<file path="src/rtl/piso_serializer_if.sv">
// Parallel-word input stream and serial-bit output stream of the serializer.
// The slave modport is the serializer's view; the master modport is the surrounding logic's view.
interface piso_serializer_if #(
    parameter int DATA_WIDTH = 16
);
    localparam int LEN_W = $clog2(DATA_WIDTH + 1);

    logic [DATA_WIDTH-1:0] din;
    logic [LEN_W-1:0]      din_len;
    logic                  din_valid;
    logic                  din_ready;
    logic                  dout;
    logic                  dout_valid;
    logic                  dout_ready;
    logic                  dout_last;

    modport slave (
        input  din, din_len, din_valid, dout_ready,
        output din_ready, dout, dout_valid, dout_last
    );

    modport master (
        output din, din_len, din_valid, dout_ready,
        input  din_ready, dout, dout_valid, dout_last
    );
endinterface

</file>
<file path="src/rtl/piso_serializer.sv">
// Parallel-in serial-out serializer with a one-word skid register.
// Variable word length, LSB- or MSB-first order, and back-to-back words with no bubble.
module piso_serializer #(
    parameter int DATA_WIDTH = 16,
    parameter bit MSB_FIRST  = 1'b0
) (
    input  logic                clk,
    input  logic                resetn,
    input  logic                flush,
    piso_serializer_if.slave    s,
    output logic                busy
);
    localparam int LEN_W = $clog2(DATA_WIDTH + 1);
    localparam logic [LEN_W-1:0] FULL_LEN = LEN_W'(DATA_WIDTH);

    typedef enum logic {IDLE = 1'b0, SHIFT = 1'b1} state_e;

    state_e                state_q;
    logic [DATA_WIDTH-1:0] shreg_q;
    logic [LEN_W-1:0]      cnt_q;
    logic [DATA_WIDTH-1:0] pend_data_q;
    logic [LEN_W-1:0]      pend_len_q;
    logic                  pend_full_q;

    logic [DATA_WIDTH-1:0] in_shreg;
    logic [LEN_W-1:0]      in_len;
    logic [DATA_WIDTH-1:0] shifted;
    logic                  accept;
    logic                  xfer;
    logic                  last_xfer;

    // Incoming words are normalised so the next bit to send always sits at the output end.
    // NOTE: every variable gets a default before any conditional update, so no latch is inferred.
    always_comb begin
        in_len = s.din_len;
        if (s.din_len == '0 || s.din_len > FULL_LEN) in_len = FULL_LEN;
        if (MSB_FIRST) in_shreg = s.din << (FULL_LEN - in_len);
        else           in_shreg = s.din & ({DATA_WIDTH{1'b1}} >> (FULL_LEN - in_len));
    end

    assign shifted = MSB_FIRST ? {shreg_q[DATA_WIDTH-2:0], 1'b0}
                               : {1'b0, shreg_q[DATA_WIDTH-1:1]};

    assign s.din_ready  = ~pend_full_q & resetn;
    assign s.dout_valid = (state_q == SHIFT);
    assign s.dout       = s.dout_valid & (MSB_FIRST ? shreg_q[DATA_WIDTH-1] : shreg_q[0]);
    assign s.dout_last  = s.dout_valid & (cnt_q == LEN_W'(1));
    assign busy         = s.dout_valid | pend_full_q;

    assign accept    = s.din_valid & s.din_ready;
    assign xfer      = s.dout_valid & s.dout_ready;
    assign last_xfer = xfer & (cnt_q == LEN_W'(1));

    // NOTE: sequential state uses non-blocking assignments so every register samples pre-edge values.
    always_ff @(posedge clk) begin
        if (!resetn || flush) begin
            // NOTE: data registers are cleared too, so a stale word can never reappear after release.
            state_q     <= IDLE;
            shreg_q     <= '0;
            cnt_q       <= '0;
            pend_data_q <= '0;
            pend_len_q  <= '0;
            pend_full_q <= 1'b0;
        end else begin
            case (state_q)
                IDLE: begin
                    if (accept) begin
                        shreg_q <= in_shreg;
                        cnt_q   <= in_len;
                        state_q <= SHIFT;
                    end
                end
                SHIFT: begin
                    if (last_xfer) begin
                        // Refill from pending first, then from the input, so words run back to back.
                        if (pend_full_q) begin
                            shreg_q     <= pend_data_q;
                            cnt_q       <= pend_len_q;
                            pend_full_q <= 1'b0;
                        end else if (accept) begin
                            shreg_q <= in_shreg;
                            cnt_q   <= in_len;
                        end else begin
                            shreg_q <= '0;
                            cnt_q   <= '0;
                            state_q <= IDLE;
                        end
                    end else begin
                        if (xfer) begin
                            shreg_q <= shifted;
                            cnt_q   <= cnt_q - LEN_W'(1);
                        end
                        if (accept) begin
                            pend_data_q <= in_shreg;
                            pend_len_q  <= in_len;
                            pend_full_q <= 1'b1;
                        end
                    end
                end
                default: state_q <= IDLE;
            endcase
        end
    end
endmodule

</file>
<file path="src/flat_wrapper.sv">
// flat-port wrapper written by rule: the top's interface ports become plain ports
module piso_serializer_flat 
#(
    parameter int DATA_WIDTH = 16,
    parameter bit MSB_FIRST  = 1'b0
)
  (clk, resetn, flush, busy, s_din, s_din_len, s_din_valid, s_dout_ready, s_din_ready, s_dout, s_dout_valid, s_dout_last);
  piso_serializer_if #(.DATA_WIDTH(DATA_WIDTH)) s_i ();
  input  logic clk;
  input  logic resetn;
  input  logic flush;
  output logic busy;
  input wire logic [$bits(s_i.din)-1:0] s_din;
  input wire logic [$bits(s_i.din_len)-1:0] s_din_len;
  input wire logic [$bits(s_i.din_valid)-1:0] s_din_valid;
  input wire logic [$bits(s_i.dout_ready)-1:0] s_dout_ready;
  output wire logic [$bits(s_i.din_ready)-1:0] s_din_ready;
  output wire logic [$bits(s_i.dout)-1:0] s_dout;
  output wire logic [$bits(s_i.dout_valid)-1:0] s_dout_valid;
  output wire logic [$bits(s_i.dout_last)-1:0] s_dout_last;
  assign s_i.din = s_din;
  assign s_i.din_len = s_din_len;
  assign s_i.din_valid = s_din_valid;
  assign s_i.dout_ready = s_dout_ready;
  assign s_din_ready = s_i.din_ready;
  assign s_dout = s_i.dout;
  assign s_dout_valid = s_i.dout_valid;
  assign s_dout_last = s_i.dout_last;
  piso_serializer #(.DATA_WIDTH(DATA_WIDTH), .MSB_FIRST(MSB_FIRST)) u_core (.clk(clk), .resetn(resetn), .flush(flush), .s(s_i), .busy(busy));
endmodule
</file>
<file path="config.mk">
export PLATFORM = sky130hd
export DESIGN_NAME = piso_serializer_flat
export DESIGN_NICKNAME = d
export VERILOG_FILES = /design/src/rtl/piso_serializer_if.sv /design/src/rtl/piso_serializer.sv /design/src/flat_wrapper.sv
export SDC_FILE = /design/constraint.sdc
export NUM_CORES = 1
export LEC_CHECK = 0
export ABC_CLOCK_PERIOD_IN_PS = 3000
export CAP_MARGIN = 25
export CORE_MARGIN = 2
export CORE_UTILIZATION = 50
export DETAILED_ROUTE_END_ITERATION = 16
export PLACE_DENSITY = 0.76
export SLEW_MARGIN = 20
export SYNTH_ARGS = -nofsm -noshare
export SYNTH_HDL_FRONTEND = slang
export SYNTH_SLANG_ARGS = --single-unit
</file>
<file path="constraint.sdc">
create_clock -name clk -period 3 [get_ports clk]
set_input_delay 0.6 -clock clk [delete_from_list [all_inputs] [get_ports clk]]
set_output_delay 0.6 -clock clk [all_outputs]
set_load 0.03 [all_outputs]
</file>
==> PnR_summary.wiki, run 1 <==
{| class="wikitable"
! Metric !! Value
|-
| # clock sinks || 44
|-
| Startpoint class of the critical path || input port
|-
| Final Cycle Share || 97.29%
|-
| Count of routing violations after the opening detailed-route iteration || 312
|-
| Initial cell density of the core || 51.97%
|-
| DP Wirelength || 5416 um
|-
| Async set or reset register ratio after synthesis || 0%
|-
| RR Endpoint || u_core.pend_data_q[7]
|-
| Number of detailed-route iterations in the first pass || 5
|-
| Crit path time final || 2.919 ns
|-
| Proportion of synthesized area in mux cells || 1.620%
|-
| Synth Flop Type || dfxtp_1
|-
| Clock Tree Root || clkbuf_8
|-
| Post-Synth Adder-Cell Area || 3.038%
|-
| Final hold violation count || 0
|-
| Number of synthesized flops with an enable pin || 0
|-
| Clock-pin slew on the worst setup and hold paths || 0.10 ns
|-
| Number of cell instances on the worst register-to-register path || 6
|-
| Destination of the worst hold path || u_core.pend_data_q[11]
|-
| Largest net degree at the start of global routing || 24
|-
| Number of buffers inserted for hold repair after clock tree synthesis || 0
|-
| Transition time of the tightest slew-check pin || 0.7257 ns
|-
| Worst EP arrival || 3.17 ns
|-
| CTS tree || yes
|-
| Combinational family with the most area after synthesis || compound AO/OA/AOI/OAI gates
|-
| Number of global-route vias before repair || 2443
|-
| Area of the mapped netlist || 0.002471 sq mm
|-
| Result of the run || finished, final reports clean
|-
| Final Routed Wirelength || 7700 um
|-
| Power density over the cells || 422.9 mW/mm^2
|-
| Diodes inserted || 0
|-
| Post-route setup TNS || 0 ns
|-
| Post-route cell area || 0.003288 sq mm
|-
| Slew HR || 51.62%
|-
| Y dimension of the die || 74.30 um
|-
| Detail Route Antenna Nets || 0
|-
| Wire per inst || 16.96 um
|-
| Num ports || 31
|-
| Worst clock skew || 0.01172 ns
|-
| Number of unique standard cell types used by synthesis || 47
|-
| Nets in the synthesized netlist || 361
|-
| Source of the worst register-to-register timing path || u_core.cnt_q[0]
|-
| Via total after detailed routing || 2786
|-
| Cell Rows || 25
|-
| Cell depth of the worst min-delay path || 2
|-
| Static leakage power || 1.187 nW
|-
| Area of the placeable core || 0.004755 sq mm
|-
| Final Hold Slack || 0.4644 ns
|-
| IR drop worst, VDD || 205.3 uV
|-
| Level count of the clock H-tree || 2
|-
| Final Wtd Congestion || 0.8997
|-
| Max-cap check violation count || 0
|-
| Portion of the post-synthesis area used by sequential elements || 35.65%
|-
| Hold crit path type || flop to flop
|-
| Peak fanout along the critical path || 8
|-
| Drt via density || 6.137
|-
| Number of instances in the synthesized netlist || 329
|-
| Minimum setup slack among reg-to-reg paths || 0.60 ns
|-
| Remaining global-route overflow || 0
|-
| Global Route Usage Sum || 29.38%
|-
| Avg Synthesized Cell Area || 7.511 sq um
|-
| Antenna violations before repair || 0
|-
| Number of remaining DRC errors || 0
|-
| Crit. End Element || flop
|-
| Highest clock rate || 342.6 MHz
|-
| Hold_sp || u_core.pend_data_q[11]
|-
| Worst setup path category || input port to flop
|-
| Yosys warnings || 0
|-
| PortBufs || 30
|-
| Simple-gate portion of the synthesized area || 20.96%
|-
| Fraction of final layout cells sized beyond drive strength 1 || 18.60%
|-
| CTS Buf Count || 5
|-
| Max Buffers Root-to-Sink || 2
|-
| Setup repair after global routing missed its margin || false
|-
| Synth Area in XOR/XNOR || 1.418%
|-
| Setup-failing EPs final || 0
|-
| Fin. max-slew vios || 0
|-
| Count of state elements after synthesis || 44
|-
| NumNets Final || 418
|-
| Required time at the worst-slack endpoint || 3.25 ns
|-
| Die width || 74.30 um
|-
| Area growth from synthesis to layout || 33.06%
|-
| Area fraction in compound gates after synthesis || 32.56%
|-
| Placed instance area || 0.003085 sq mm
|-
| Source-to-sink clock delay at the later pin of the worst-skew pair || 0.31 ns
|-
| Die footprint || 0.005520 sq mm
|-
| Wire length of the first global-routing pass || 12380 um
|-
| Number of inserted filler cells in the final layout || 385
|}
[layout by cell type, fill, tap and decap left out, types with 4 or more instances in the layout]
master,instances
buf_4,40
clkbuf_8,5
nand2_1,33
clkdlybuf4s50_1,25
nor2b_1,5
nand3_1,8
dfxtp_1,44
inv_1,5
a21oi_1,43
o211ai_1,5
o21ai_0,63
ha_1,4
nor2_1,23
nand4_1,7
[sequential cells by signal, summed over array words and instances (netlist names)]
signal               count
u_core.pend_data_q      16
u_core.shreg_q          16
u_core.cnt_q             5
u_core.pend_len_q        5
u_core.pend_full_q       1
u_core.s.dout_valid      1
[per-layer routing]
metal	GRT usage (%)	share of wire, %
met4	9.325	1.3
met1	42.98	43
met2	44.35	46
met5	0	0
met3	4.878	9.2
[worst max-delay path: stages]
cell and delay, ns:
dlygate4sd2_1 0.24, or4_4 0.44, ha_4 0.30, nor2b_4 0.04, inv_2 0.06, ha_4 0.13, inv_2 0.04, or4_4 0.54
buf_6 0.14, a21oi_4 0.25, and2_4 0.20, a32o_1 0.18
[what timing repair did]
action / in CTS / in global routing
buffers inserted: 3 / 2
gates resized for setup: 18 / 7
gates cloned: 1 / 0
setup endpoints to repair: 32 / 20
pin swaps: 7 / 7
[kinds of logic (layout without fill, tap and decap cells)]
family / count (synthesis) / after routing
AOI/OAI and AO/OA: 138 / 138
xor gates and xnor gates: 4 / 4
and+or+nand+nor: 103 / 103
buffers and inverters: 30 / 88
DFF: 44 / 44
adders and majority gates: 6 / 6
muxes: 4 / 4
[Yosys cell counts, types with 2 or more instances]
library cell	instances	share of area (%)
a32o_1	3	1.2
inv_1	7	1.1
o21ai_0	64	13
a21oi_1	44	8.9
nand4b_1	2	0.71
dfxtp_1	44	36
o2111ai_1	2	0.71
nand4_1	7	1.8
nor3_1	4	0.81
a221oi_1	3	1.1
xnor2_1	3	1.1
mux2i_1	4	1.6
nor2b_1	6	1.5
nand2b_1	3	0.76
nand3_1	8	1.6
ha_1	6	3.0
a31oi_1	3	0.76
o211ai_1	5	1.5
clkbuf_1	18	2.7
nor3b_1	2	0.61
a32oi_1	2	0.71
nor2_1	23	3.5
nand2_1	34	5.2
buf_2	4	0.81
nand3b_1	3	0.91
o22ai_1	2	0.51
and2_1	2	0.51
o2bb2ai_1	2	0.71
[area by class of cell]
type	instances	area [sq um]	share of cell area, %
tap	67	83.83	2.549
inverter	7	26.28	0.7991
multi-input combinational	255	1536	46.73
clock buffer	5	68.82	2.093
timing repair buffer	73	645.6	19.63
sequential	44	880.8	26.79
clock inverter	3	46.29	1.408
[worst max path at each step]
stage / start / slack (ns) / to
floorplan: s_din_len[3] / 0.004 / u_core.shreg_q[13]
global placement: s_din_len[3] / -0.48 / u_core.pend_data_q[13]
detailed placement: s_din_len[3] / -0.61 / u_core.shreg_q[15]
CTS: s_din_len[1] / 0.03 / u_core.shreg_q[3]
global route: s_din_len[3] / 0.0003 / u_core.shreg_q[10]
finish: s_din_len[3] / 0.08 / u_core.pend_data_q[7]
[power by group]
group | internal, mW | switching (mW) | leakage [nW]
Sequential | 0.595 | 0.00807 | 0.356
Clock | 0.251 | 0.230 | 0.0548
Combinational | 0.145 | 0.161 | 0.776
[stage by stage]
step           setup slack [ns]  utilization, %  cells  power (mW)
2_1_floorplan          0.003886               -    329      0.7629
3_3_place_gp            -0.4839           64.89    440      0.8866
3_5_place_dp            -0.6108           64.89    440      0.8912
4_1_cts                 0.02747           68.79    452       1.376
5_1_grt               0.0002605           69.16    454       1.428
6_report                0.08140           69.16    454       1.391
Note: power is estimated with default switching activity, not from simulation.
==> inputs of run 2 (changes only) <==
--- a/config.mk
+++ b/config.mk
@@ -15,3 +15,4 @@
 export SYNTH_ARGS = -nofsm -noshare
 export SYNTH_HDL_FRONTEND = slang
 export SYNTH_SLANG_ARGS = --single-unit
+export TNS_END_PERCENT = 1
==> run 2 against run 1 <==
Effect of this change:
- flip-flop and latch count unchanged
- global-route usage unchanged
- utilization down 0.21 points
- cell area down 0.30%
- first-iteration DRC count down 11%
==> PnR_summary.wiki, run 2 (synthesis results as in run 1) <==
{| class="wikitable"
! Metric !! Value
|-
| Crit path time final || 2.918 ns (-0.0003917 ns)
|-
| Number of cell instances on the worst register-to-register path || 6 (unchanged)
|-
| CTS tree || yes
|-
| Minimum setup slack among reg-to-reg paths || 0.61 ns (about the same)
|-
| Final hold violation count || 0 (unchanged)
|-
| CP max stage delay || 0.55 ns (about the same)
|-
| Diodes inserted || 0 (unchanged)
|-
| Worst setup path category || input port to flop
|-
| Critical path capture point || u_core.pend_data_q[10]
|-
| RR Endpoint || u_core.pend_data_q[7]
|-
| Number of buffers inserted for hold repair after clock tree synthesis || 0 (unchanged)
|-
| Wire per inst || 16.94 um (about the same)
|-
| Source-to-sink clock delay at the later pin of the worst-skew pair || 0.31 ns (about the same)
|-
| # clock sinks || 44 (unchanged)
|-
| Power density over the cells || 423.0 mW/mm^2 (about the same)
|-
| Max Buffers Root-to-Sink || 2 (unchanged)
|-
| Worst EP arrival || 3.15 ns (-0.02 ns)
|-
| Area growth from synthesis to layout || 32.66%
|-
| Die width || 74.30 um (unchanged)
|-
| Clock-pin slew on the worst setup and hold paths || 0.10 ns (about the same)
|-
| Number of global-route vias before repair || 2443 (unchanged)
|-
| Required time at the worst-slack endpoint || 3.23 ns (-0.02 ns)
|-
| Number of remaining DRC errors || 0 (unchanged)
|-
| Worst clock skew || 0.01145 ns (-0.0002636 ns)
|-
| Static leakage power || 1.177 nW (-0.86%)
|-
| Setup-failing EPs final || 0 (unchanged)
|-
| Most frequent cells in the layout || o21ai_0 (63), dfxtp_1 (44), a21oi_1 (42)
|-
| Worst path buffer plus inverter count || 4 (unchanged)
|-
| Count of routing violations after the opening detailed-route iteration || 277 (-11%)
|-
| Global Route Usage Sum || 29.38% (unchanged)
|-
| Via total after detailed routing || 2734 (-1.9%)
|-
| Initial cell density of the core || 51.97% (unchanged)
|-
| Number of detailed-route iterations in the first pass || 5 (unchanged)
|-
| Detail Route Antenna Nets || 0 (unchanged)
|-
| Final Hold Slack || 0.4642 ns (-0.0002900 ns)
|-
| Remaining global-route overflow || 0 (unchanged)
|-
| Source of the worst register-to-register timing path || u_core.cnt_q[0]
|-
| Fin. max-slew vios || 0 (unchanged)
|-
| Y dimension of the die || 74.30 um (unchanged)
|-
| Transition time of the tightest slew-check pin || 0.7282 ns (+0.002466 ns)
|-
| Max-cap check violation count || 0 (unchanged)
|-
| Antenna violations before repair || 0 (unchanged)
|-
| Setup repair after global routing missed its margin || false
|-
| Slew HR || 51.45% (-0.16 points)
|-
| Wire length of the first global-routing pass || 12380 um (unchanged)
|-
| Logic depth of the worst path, buffers included || 12 (unchanged)
|-
| Peak fanout along the critical path || 8 (unchanged)
|-
| CP top delay family || simple AND/OR/NAND/NOR gates
|-
| Final Routed Wirelength || 7659 um (-0.53%)
|-
| Num ports || 31 (unchanged)
|-
| Level count of the clock H-tree || 2 (unchanged)
|-
| CTS Buf Count || 5 (unchanged)
|-
| Total power || 1.387 mW (-0.29%)
|-
| IR drop worst, VDD || 205.6 uV (+0.17%)
|-
| Area of the placeable core || 0.004755 sq mm (unchanged)
|-
| Highest clock rate || 342.7 MHz (about the same)
|-
| NumNets Final || 416 (-0.48%)
|-
| Largest net degree at the start of global routing || 24 (unchanged)
|-
| PortBufs || 30 (unchanged)
|-
| Hold crit path type || flop to flop
|-
| DP Wirelength || 5416 um (unchanged)
|-
| Drt via density || 6.049 (-1.4%)
|-
| Cell Rows || 25 (unchanged)
|-
| Cell with the largest stage delay on the worst path || or4_4
|-
| Fraction of final layout cells sized beyond drive strength 1 || 18.44% (-0.16 points)
|-
| Clock Tree Root || clkbuf_8
|-
| Hold_sp || u_core.pend_data_q[11]
|-
| Final Wtd Congestion || 0.8997 (unchanged)
|-
| Start point of the critical path || s_din_len[2]
|-
| Die footprint || 0.005520 sq mm (unchanged)
|-
| Largest registers || u_core.pend_data_q (16), u_core.shreg_q (16)
|-
| Startpoint class of the critical path || input port
|-
| Cell chain of the critical path || buf_2 > or4_4 > ha_4 > nor2b_4 > inv_2 > ha_4 > inv_2 > or4_4 > buf_6 > a21oi_4 > nand4_1 > a21oi_2
|-
| Commonest non-fill, non-tap cell in the layout || o21ai_0
|-
| Crit. End Element || flop
|-
| Post-route setup TNS || 0 ns (unchanged)
|-
| Result of the run || finished, final reports clean
|-
| Final Cycle Share || 97.27% (about the same)
|}
[run 2: changes by cell type in the layout (fill, tap and decap cells not counted)]
cell	before	now
clkdlybuf4s15_1	0	1
dlygate4sd2_1	1	0
buf_4	40	38
a21oi_2	1	2
a21oi_1	43	42
[run 2: how the worst min path moves through the flow]
stage | to | slack (ns) | cells past startpoint
final | u_core.pend_data_q[11] | 0.46 | 2
after global routing | u_core.pend_data_q[11] | 0.48 | 2
after CTS | u_core.pend_data_q[11] | 0.46 | 2
after detailed placement | u_core.pend_data_q[11] | 0.45 | 2
after global placement | u_core.pend_data_q[15] | 0.45 | 2
after floorplan | u_core.pend_data_q[13] | 0.43 | 2
[run 2: where the power goes]
part / leakage, nW / internal [mW] / switching, mW
Combinational: 0.766 / 0.144 / 0.161
Sequential: 0.356 / 0.595 / 0.00816
Clock: 0.0548 / 0.251 / 0.228
[run 2: tightest hold or removal path: stages, from the launching register on]
cell	delay, ns
dfxtp_1	0.32
nand2_1	0.05
a21oi_1	0.05
[run 2: area by class of cell]
class                   instances  area (sq um)
multi-input cells             255          1540
clock buffers                   5         68.82
clock inverters                 3         46.29
fillers                       389          1476
repair buffers                 71         631.9
flip-flops and latches         44         880.8
inverters                       7         26.28
well taps                      67         83.83
[run 2: metrics by stage]
step / std cells / cell area [sq um] / setup slack, ns / utilization (%)
after global routing: 452 / 3278 / 0.01799 / 68.95
after detailed placement: 440 / 3085 / -0.6108 / 64.89
after floorplan: 329 / 2509 / 0.003886 / -
after CTS: 452 / 3271 / 0.02747 / 68.79
final: 452 / 3278 / 0.08179 / 68.95
after global placement: 440 / 3085 / -0.4839 / 64.89
[run 2: layer usage]
metal	routed length, um	vias to the layer above	track usage (%)
li1	-	1310	-
met1	3474	1273	42.98
met2	3469	138	44.35
met3	588	13	4.878
met4	127	0	9.325
met5	0	-	0
[run 2: repair_timing]
action / 4_1_cts / 5_1_grt
setup endpoints to repair: 32 / 20
pin swaps: 7 / 6
resized for setup: 18 / 9
gates cloned: 1 / 0
setup buffers: 3 / 0
==> inputs of run 3 (changes only) <==
--- a/config.mk
+++ b/config.mk
@@ -10,6 +10,7 @@
 export CORE_MARGIN = 2
 export CORE_UTILIZATION = 50
 export DETAILED_ROUTE_END_ITERATION = 16
+export MAX_ROUTING_LAYER = met4
 export PLACE_DENSITY = 0.76
 export SLEW_MARGIN = 20
 export SYNTH_ARGS = -nofsm -noshare
==> run 3 against run 2 <==
Effect of this change:
- cell area down 1.5%
- first-iteration DRC count up 12%
- count of clock-buffer cells in the layout unchanged
- cell count down 0.88%
- clock power down 21%
- utilization down 1.1 points
- sequential share of layout area up 0.42 points
- register-to-register slack better by 0.03 ns
- highest routed layer unchanged
- total power down 8.3%
- critical endpoint is now u_core.shreg_q[2]
==> PnR_summary.wiki, run 3 (synthesis results as in run 1) <==
{| class="wikitable"
! Metric !! Value
|-
| Non-filler instance count after layout || 448 (-0.88%)
|-
| Level count of the clock H-tree || 2 (unchanged)
|-
| DP Wirelength || 5312 um (-1.9%)
|-
| CTS tree || yes
|-
| Number of global-route vias before repair || 2353 (-3.7%)
|-
| Number of remaining DRC errors || 0 (unchanged)
|-
| Detail Route Antenna Nets || 0 (unchanged)
|-
| Worst setup path category || input port to flop
|-
| Largest net degree at the start of global routing || 22 (-8.3%)
|-
| Final core utilization || 67.89% (-1.1 points)
|-
| Crit path time final || 2.972 ns (+0.05400 ns)
|-
| Diodes inserted || 0 (unchanged)
|-
| Global Route Usage Sum || 28.81% (-0.56 points)
|-
| CTS Buf Count || 5 (unchanged)
|-
| Setup-failing EPs final || 0 (unchanged)
|-
| NumNets Final || 412 (-0.96%)
|-
| Number of detailed-route iterations in the first pass || 5 (unchanged)
|-
| Crit-path most repeated cell || buf_4
|-
| Hold crit path type || flop to flop
|-
| Startpoint class of the critical path || input port
|-
| Largest registers || u_core.pend_data_q (16), u_core.shreg_q (16)
|-
| Clock Tree Root || clkbuf_8
|-
| # clock sinks || 44 (unchanged)
|-
| Fraction of final layout cells sized beyond drive strength 1 || 16.80% (-1.6 points)
|-
| Final Cycle Share || 99.07% (+1.8 points)
|-
| Cell with the largest stage delay on the worst path || or4_4
|-
| Area growth from synthesis to layout || 30.63%
|-
| Cell chain of the critical path || dlygate4sd2_1 > or4_4 > ha_4 > buf_4 > or3b_2 > mux2i_4 > nor2_1 > buf_4 > o211ai_1 > a21oi_1
|-
| Antenna violations before repair || 0 (unchanged)
|-
| IR drop worst, VDD || 325.7 uV (+58%)
|-
| Max-cap check violation count || 0 (unchanged)
|-
| Count of routing violations after the opening detailed-route iteration || 309 (+12%)
|-
| Die width || 74.30 um (unchanged)
|-
| Final Hold Slack || 0.4626 ns (-0.001515 ns)
|-
| Highest clock rate || 336.5 MHz (-1.8%)
|-
| CP max stage delay || 0.55 ns (about the same)
|-
| Crit. End Element || flop
|-
| Post-route setup TNS || 0 ns (unchanged)
|-
| Initial cell density of the core || 51.97% (unchanged)
|-
| Total power || 1.272 mW (-8.3%)
|-
| Cell Rows || 25 (unchanged)
|-
| Final hold violation count || 0 (unchanged)
|-
| Placed instance area || 0.003083 sq mm (about the same)
|-
| Transition time of the tightest slew-check pin || 0.7013 ns (-0.02688 ns)
|-
| Drt via density || 6.036 (-0.21%)
|-
| Static leakage power || 1.149 nW (-2.4%)
|-
| PortBufs || 30 (unchanged)
|-
| Slew HR || 53.24% (+1.8 points)
|-
| Worst clock skew || 0.008452 ns (-0.002999 ns)
|-
| Required time at the worst-slack endpoint || 3.19 ns (-0.04 ns)
|-
| Post-route cell area || 0.003228 sq mm (-1.5%)
|-
| Num ports || 31 (unchanged)
|-
| Via total after detailed routing || 2704 (-1.1%)
|-
| Final Routed Wirelength || 7351 um (-4.0%)
|-
| Post-Place Worst Slack || -0.5902 ns (+0.02055 ns)
|-
| Die footprint || 0.005520 sq mm (unchanged)
|-
| Max Buffers Root-to-Sink || 2 (unchanged)
|-
| Number of buffers inserted for hold repair after clock tree synthesis || 0 (unchanged)
|-
| Source-to-sink clock delay at the later pin of the worst-skew pair || 0.30 ns (about the same)
|-
| Commonest non-fill, non-tap cell in the layout || o21ai_0
|-
| Wire per inst || 16.41 um (-3.2%)
|-
| Setup repair after global routing missed its margin || true
|-
| Final Wtd Congestion || 0.9684 (+7.6%)
|-
| Wire length of the first global-routing pass || 11740 um (-5.1%)
|-
| Y dimension of the die || 74.30 um (unchanged)
|-
| Peak fanout along the critical path || 16 (+8)
|-
| Clock-pin slew on the worst setup and hold paths || 0.09 ns (about the same)
|-
| Worst EP arrival || 3.16 ns (about the same)
|-
| Power density over the cells || 394.0 mW/mm^2 (-6.9%)
|-
| Cell count after placement || 438 (-0.45%)
|-
| Fin. max-slew vios || 0 (unchanged)
|-
| Most frequent cells in the layout || o21ai_0 (61), a21oi_1 (44), dfxtp_1 (44)
|-
| Result of the run || finished, final reports clean
|-
| Setup ws final || 0.02779 ns (-0.05400 ns)
|-
| Area of the placeable core || 0.004755 sq mm (unchanged)
|-
| Remaining global-route overflow || 0 (unchanged)
|}
run 3: area by class of cell:
| class | count | area, sq um |
|---|---|---|
| multi-input combinational | 255 | 1545 |
| fill | 403 | 1526 |
| sequential | 44 | 880.8 |
| timing repair buffer | 67 | 604.3 |
| tap | 67 | 83.83 |
| clock buffer | 5 | 68.82 |
| inverter | 7 | 26.28 |
| clock inverter | 3 | 18.77 |
run 3: worst max-delay path, delay by kind of cell:
kind                     cells  cell delay, ns
AO/OA/AOI/OAI                2            0.43
multiplexers                 1            0.21
adder cells (fa/ha/maj)      1            0.23
AND/OR/NAND/NOR              3            1.11
buffers and inverters        3            0.59
run 3: metal layers:
layer / GRT usage [%] / wire (um) / vias to the layer above
met3: 4.065 / 577 / 18
met2: 41.27 / 3277 / 130
li1: - / - / 1300
met5: - / 0 / -
met4: 7.341 / 119 / 0
met1: 42.67 / 3377 / 1256
run 3: repair_timing:
item,4_1_cts,5_1_grt
endpoints found under the hold margin,0,0
endpoints found under the setup margin,32,30
resized for setup,12,7
pin swaps,7,7
setup buffers,2,0
run 3: power by group:
part	total [mW]	leakage [nW]	internal (mW)	switching [mW]
clock network	0.380	0.0479	0.163	0.217
registers	0.604	0.356	0.595	0.00851
logic	0.288	0.745	0.133	0.155
total	1.27	1.15	0.891	0.381
run 3: final timing paths:
check / start / slack, ns / depth (start not counted) / to
max: s_din_len[0] / 0.03 / 10 / u_core.shreg_q[2]
min: u_core.pend_data_q[9] / 0.46 / 2 / u_core.pend_data_q[9]
max reg2reg: u_core.cnt_q[0] / 0.64 / 7 / u_core.pend_data_q[13]
min reg2reg: u_core.pend_data_q[9] / 0.46 / 2 / u_core.pend_data_q[9]
